[config.mk]
export PLATFORM = sky130hd
export DESIGN_NAME = lsu_mem_port
export DESIGN_NICKNAME = d
export VERILOG_FILES = /design/src/rtl/lsu_pkg.sv /design/src/rtl/lsu_lane_align.sv /design/src/rtl/lsu_mem_port.sv
export SDC_FILE = /design/constraint.sdc
export NUM_CORES = 1
export LEC_CHECK = 0
export BUFFER_PORTS_ARGS = -buffer_cell sky130_fd_sc_hd__buf_2
export CAP_MARGIN = 20
export CORE_MARGIN = 3
export CORE_UTILIZATION = 50
export CTS_CLUSTER_SIZE = 16
export DETAILED_ROUTE_END_ITERATION = 8
export HOLD_SLACK_MARGIN = 0.08
export PLACE_DENSITY = 0.79
export SYNTH_ARGS = -nofsm -noshare
export SYNTH_HDL_FRONTEND = slang
export SYNTH_HIERARCHICAL = 1
export SYNTH_SLANG_ARGS = --single-unit
[constraint.sdc]
create_clock -name clk -period 3.4 [get_ports clk]
set_input_delay 0 -clock clk [delete_from_list [all_inputs] [get_ports clk]]
set_output_delay 0 -clock clk [all_outputs]
set_load 0.005 [all_outputs]
[src/rtl/lsu_pkg.sv]
// Shared definitions for the load/store port: RISC-V width codes, FSM states,
// and the byte-lane extract/merge helpers used by the lane aligner.
package lsu_pkg;

  localparam logic [2:0] F3_B  = 3'b000;
  localparam logic [2:0] F3_H  = 3'b001;
  localparam logic [2:0] F3_W  = 3'b010;
  localparam logic [2:0] F3_BU = 3'b100;
  localparam logic [2:0] F3_HU = 3'b101;

  typedef enum logic [1:0] {IDLE, RMW, RESP} state_e;

  function automatic logic [31:0] lane_extract(input logic [31:0] word,
                                               input logic [1:0]  lane,
                                               input logic [2:0]  funct3);
    logic [31:0]        sh;
    logic signed [7:0]  b;
    logic signed [15:0] h;
    logic [31:0]        r;
    sh = word >> {lane, 3'b000};
    b  = sh[7:0];
    h  = sh[15:0];
    case (funct3)
      F3_B:    r = 32'(b);
      F3_H:    r = 32'(h);
      F3_W:    r = word;
      F3_BU:   r = {24'b0, sh[7:0]};
      F3_HU:   r = {16'b0, sh[15:0]};
      default: r = '0;
    endcase
    return r;
  endfunction

  // Only the addressed lane(s) of the old word are replaced by LSB-aligned store data.
  function automatic logic [31:0] lane_merge(input logic [31:0] word,
                                             input logic [1:0]  lane,
                                             input logic [2:0]  funct3,
                                             input logic [31:0] wdata);
    logic [31:0] mask;
    logic [4:0]  sh;
    sh = {lane, 3'b000};
    case (funct3[1:0])
      2'b00:   mask = 32'h0000_00FF << sh;
      2'b01:   mask = 32'h0000_FFFF << sh;
      default: mask = '1;
    endcase
    return (word & ~mask) | ((wdata << sh) & mask);
  endfunction

endpackage

[src/rtl/lsu_lane_align.sv]
// Combinational lane alignment: load extension, store merge and alignment check
// for one 32-bit memory word.
module lsu_lane_align
  import lsu_pkg::*;
(
  input  logic [31:0] word_i,
  input  logic [1:0]  lane_i,
  input  logic [2:0]  funct3_i,
  input  logic [31:0] wdata_i,
  output logic [31:0] load_o,
  output logic [31:0] merged_o,
  output logic        misaligned_o
);

  assign load_o   = lane_extract(word_i, lane_i, funct3_i);
  assign merged_o = lane_merge(word_i, lane_i, funct3_i, wdata_i);

  always_comb begin
    misaligned_o = 1'b0;
    case (funct3_i[1:0])
      2'b01:   misaligned_o = lane_i[0];
      2'b10:   misaligned_o = |lane_i;
      default: misaligned_o = 1'b0;
    endcase
  end

endmodule

[src/rtl/lsu_mem_port.sv]
// Load/store port onto a word-wide memory with combinational read and synchronous
// write; sub-word stores go through a read-modify-write cycle.
module lsu_mem_port
  import lsu_pkg::*;
#(
  parameter  int DEPTH = 256,
  localparam int AW    = $clog2(DEPTH)
) (
  input  logic          clk,
  input  logic          rst,
  input  logic          req_valid,
  output logic          req_ready,
  input  logic          req_we,
  input  logic [2:0]    req_funct3,
  input  logic [31:0]   req_addr,
  input  logic [31:0]   req_wdata,
  output logic          resp_valid,
  output logic [31:0]   resp_rdata,
  output logic          resp_err,
  output logic [AW-1:0] mem_rd_addr,
  input  logic [31:0]   mem_rd_dout,
  output logic [AW-1:0] mem_wr_addr,
  output logic [31:0]   mem_wr_din,
  output logic          mem_we
);

  localparam logic [31:0] DEPTH_U = 32'(DEPTH);

  state_e        state_q, state_d;
  logic [31:0]   rdata_q, rdata_d;
  logic          err_q, err_d;
  logic [31:0]   merge_q, merge_d;
  logic [AW-1:0] waddr_q, waddr_d;

  logic [AW-1:0] widx;
  logic [31:0]   ld_val, merged;
  logic          misaligned, f3_ok, oob, acc_err, we_raw;

  assign widx = req_addr[AW+1:2];
  assign oob  = {2'b00, req_addr[31:2]} >= DEPTH_U;

  always_comb begin
    f3_ok = 1'b0;
    case (req_funct3)
      F3_B, F3_H, F3_W, F3_BU, F3_HU: f3_ok = 1'b1;
      default:                        f3_ok = 1'b0;
    endcase
  end

  assign acc_err = !f3_ok || (req_we && req_funct3[2]) || misaligned || oob;

  lsu_lane_align u_align (
    .word_i      (mem_rd_dout),
    .lane_i      (req_addr[1:0]),
    .funct3_i    (req_funct3),
    .wdata_i     (req_wdata),
    .load_o      (ld_val),
    .merged_o    (merged),
    .misaligned_o(misaligned)
  );

  always_comb begin
    state_d     = state_q;
    rdata_d     = rdata_q;
    err_d       = err_q;
    merge_d     = merge_q;
    waddr_d     = waddr_q;
    req_ready   = 1'b0;
    mem_rd_addr = widx;
    mem_wr_addr = widx;
    mem_wr_din  = req_wdata;
    we_raw      = 1'b0;
    case (state_q)
      IDLE: begin
        req_ready = 1'b1;
        if (req_valid) begin
          if (acc_err) begin
            state_d = RESP;
            rdata_d = '0;
            err_d   = 1'b1;
          end else if (!req_we) begin
            state_d = RESP;
            rdata_d = ld_val;
            err_d   = 1'b0;
          end else if (req_funct3 == F3_W) begin
            state_d = RESP;
            rdata_d = '0;
            err_d   = 1'b0;
            we_raw  = 1'b1;
          end else begin
            // Response registers keep the previous result until this store completes.
            state_d = RMW;
            merge_d = merged;
            waddr_d = widx;
          end
        end
      end
      RMW: begin
        mem_rd_addr = waddr_q;
        mem_wr_addr = waddr_q;
        mem_wr_din  = merge_q;
        we_raw      = 1'b1;
        state_d     = RESP;
        rdata_d     = '0;
        err_d       = 1'b0;
      end
      RESP:    state_d = IDLE;
      default: state_d = IDLE;
    endcase
  end

  assign mem_we     = we_raw && !rst;
  assign resp_valid = (state_q == RESP) && !rst;
  assign resp_rdata = rdata_q;
  assign resp_err   = err_q;

  always_ff @(posedge clk) begin
    if (rst) begin
      state_q <= IDLE;
      rdata_q <= '0;
      err_q   <= 1'b0;
      merge_q <= '0;
      waddr_q <= '0;
    end else begin
      state_q <= state_d;
      rdata_q <= rdata_d;
      err_q   <= err_d;
      merge_q <= merge_d;
      waddr_q <= waddr_d;
    end
  end

endmodule
==> results.yml <==
clock_tree:
  htreeDepth: 3
  root_buffer: "clkbuf_16"
  clk_pin_slew_ns: 0.06
  cts_sinks: 75
  clock_latency_ns: 0.34
  cts_resized: 0
  cts_tree: "done"
  clk_path_buf_depth: 2
  cts_made_buffers: 9
pwr:
  p_per_area_nw_per_um2: 341
  total_power_w: 0.00248
  peakVddDrop_uv: 194
  p_leak_nw: 2.97
sta:
  slew_violations: 0
  setup_viol_count_final: 0
  tightest_slew_ns: 0.937
  rsz0062_at_grt: "false"
  slew_headroom: 0.374
  min_period_ns: 2.07
  finalCritPeriodShare: 0.607
  whs_ns: 0.0878
  fin_worst_skew_ns: 0.00612
  fmaxAchievable_mhz: 484
  hold_viol_final: 0
  setup_tns_ns: 0
synth:
  synth_edf_count: 0
  synth_nets: 779
  ys_async_sr_fraction: 0
  ys.flop_type: "dfxtp_1"
  yosysTopAreaCellShare: 0.245
  synth_area_leaders: "dfxtp_1 (25%), mux2i_1 (13%), nand2b_1 (8.4%)"
  netlist_area_sq_um: 6120
  syn_inst: 673
  seq_area_frac_synth: 0.245
  synth_cell_type_count: 53
  yosysWarnings: 6
  synth.largest_area_cell: "dfxtp_1"
  synth_seq_cells: 75
  syn_area_per_cell_sq_um: 9.09
floorplanning:
  die_y_um: 117
  fp.dieW_um: 117
  core_area_sq_um: 11700
  dieArea_sq_um: 13600
  core.rowCount: 39
  ios: 187
  start_util: 0.525
finish:
  fillers: 1002
  layout.nets: 919
  drive_gt1_frac: 0.324
  layout_common_cells: "buf_2 (186), nand2b_1 (81), mux2i_1 (80), dfxtp_1 (75), mux2_1 (40)"
  fin_util: 0.623
  syn_to_final_growth_pct: 18.8
  post-route-cell-area_sq_um: 7260
  layout_commonest_cell: "buf_2"
  diodes: 0
global_route:
  grt_usage: 0.269
  grt_pass1_wl_um: 28800
  grt_pass1_vias: 5516
  grt_max_degree: 86
  grt-ovfl-total: 0
  antenna_found_initial: 0
critical_path:
  worstSetupPathType: "in -> reg"
  regToRegStartpoint: "state_q[1]$_SDFFE_PP0P_"
  crit_buf_inv: 3
  cp_cell_sequence: "buf_2, inv_1, ha_1, nand2_4, a21boi_0, nor4_1, and4_1, and4_2, buf_12, mux2i_1"
  r2r-end: "merge_q[31]$_SDFFE_PP0P_"
  endpoint_kind: "register"
  worst_path_max_delay_cell: "ha_1"
  crit_end: "merge_q[31]$_SDFFE_PP0P_"
  rr_worst_depth: 5
  r2r_setup_slack_ns: 1.40
  cp_data_arrival_time_ns: 2.33
  slowest_delay_ns: 0.40
  cp.required_ns: 3.67
  critical_path_depth: 10
  critPathMaxFanout: 41
  cp-startpoint: "req_funct3[1]"
  critPathLaunchType: "primary input"
  crit_family: "simple AND/OR/NAND/NOR gates"
hold_path:
  hold_class: "in -> reg"
  hold_start: "mem_rd_dout[1]"
flow_run:
  cap_violations: 0
status:
  status: "finished, final reports clean"
placed_design:
  post_dp_cell_area_sq_um: 6840
  gp_congestion: 0.902
  portBuffers: 186
  dpl.hpwl_um: 13100
route:
  drc: 0
  routed_wl_um: 18700
  drtIter0Drc: 586
  dr.pass1.iters: 5
  wire_per_inst_um: 19.5
  num_vias: 5895
  viasPerCell: 6.13
  ant_nets: 0
-- tightest hold or removal path, delay by kind of cell --
kind	cells	cell delay, ns
multiplexers	1	0.12
AND/OR/NAND/NOR	1	0.05
AO/OA/AOI/OAI	1	0.12
buffers and inverters	1	0.10
-- worst min path at each step --
stage	end	slack (ns)	cells past startpoint
finish	merge_q[1]$_SDFFE_PP0P_	0.09	4
global route	merge_q[2]$_SDFFE_PP0P_	0.13	4
CTS	merge_q[1]$_SDFFE_PP0P_	0.09	4
detailed placement	mem_wr_din[24]	0.29	3
global placement	waddr_q[0]$_SDFFE_PP0P_	0.29	3
floorplan	mem_wr_din[0]	0.12	1
-- kinds of logic (layout without fill, tap and decap cells) --
kind of cell	Yosys count	after routing	synth area share
and+or+nand+nor	208	208	0.200
muxes	154	154	0.274
AOI/OAI and AO/OA	119	119	0.170
buffers and inverters	114	259	0.104
DFF	75	75	0.245
adders and majority gates	3	3	0.00614
-- registers in the layout, summed over array words and instances, names as in the netlist --
| signal | cells |
|---|---|
| state_q | 2 |
| resp_err | 1 |
| waddr_q | 8 |
| merge_q | 32 |
| resp_rdata | 32 |
-- cell usage after synthesis (2+ instances only) --
| cell type | count |
|---|---|
| buf_12 | 5 |
| nor4_1 | 5 |
| a222oi_1 | 8 |
| mux2_2 | 22 |
| clkbuf_1 | 29 |
| buf_2 | 15 |
| ha_1 | 3 |
| o21ai_1 | 2 |
| a22o_1 | 8 |
| nand2_1 | 19 |
| a22oi_1 | 7 |
| buf_4 | 12 |
| and4_1 | 4 |
| mux2_1 | 40 |
| nor2_1 | 13 |
| nand4_1 | 33 |
| a31oi_1 | 17 |
| nor4_2 | 2 |
| buf_6 | 8 |
| nor2b_1 | 5 |
| mux2i_1 | 80 |
| dfxtp_1 | 75 |
| o2bb2ai_1 | 28 |
| nor2_2 | 2 |
| nand3_1 | 33 |
| a21oi_1 | 3 |
| o221ai_1 | 32 |
| o21ai_0 | 3 |
| inv_1 | 36 |
| mux2_4 | 12 |
| nor3_1 | 2 |
| o21a_1 | 2 |
| buf_1 | 7 |
| nand2b_1 | 82 |
-- per-stage QoR --
stage	setup WS (ns)	instances
after global placement	1.08	935
after global routing	1.13	961
after floorplan	1.35	673
after detailed placement	0.980	935
final	1.33	961
after CTS	1.33	961
-- timing repair --
item                      4_1_cts  5_1_grt
hold endpoints to repair       10        0
hold buffers                   10        0
buffers inserted                0        0
-- cell type report --
class,instances,area [sq um],share of cell area
inverters,36,135,0.0186
clock inverters,4,72.6,0.00999
well taps,143,179,0.0246
repair buffers,207,1130,0.155
clock buffers,12,256,0.0353
multi-input cells,484,3990,0.550
flip-flops and latches,75,1500,0.207
-- power by group --
| group | switching (W) | internal [W] | total (W) |
|---|---|---|---|
| Combinational | 0.000295 | 0.000240 | 0.000535 |
| Clock | 0.000378 | 0.000682 | 0.00106 |
| Sequential | 0.00000117 | 0.000880 | 0.000882 |
| Total | 0.000674 | 0.00180 | 0.00248 |
-- routing by layer --
metal | part of all wire | GRT usage | up-vias
met1 | 0.42 | 0.352 | 2769
met4 | 0.027 | 0.115 | 0
li1 | - | - | 2781
met2 | 0.48 | 0.437 | 301
met5 | 0 | 0 | -
met3 | 0.081 | 0.0482 | 44
(Power assumes the default switching activity.)
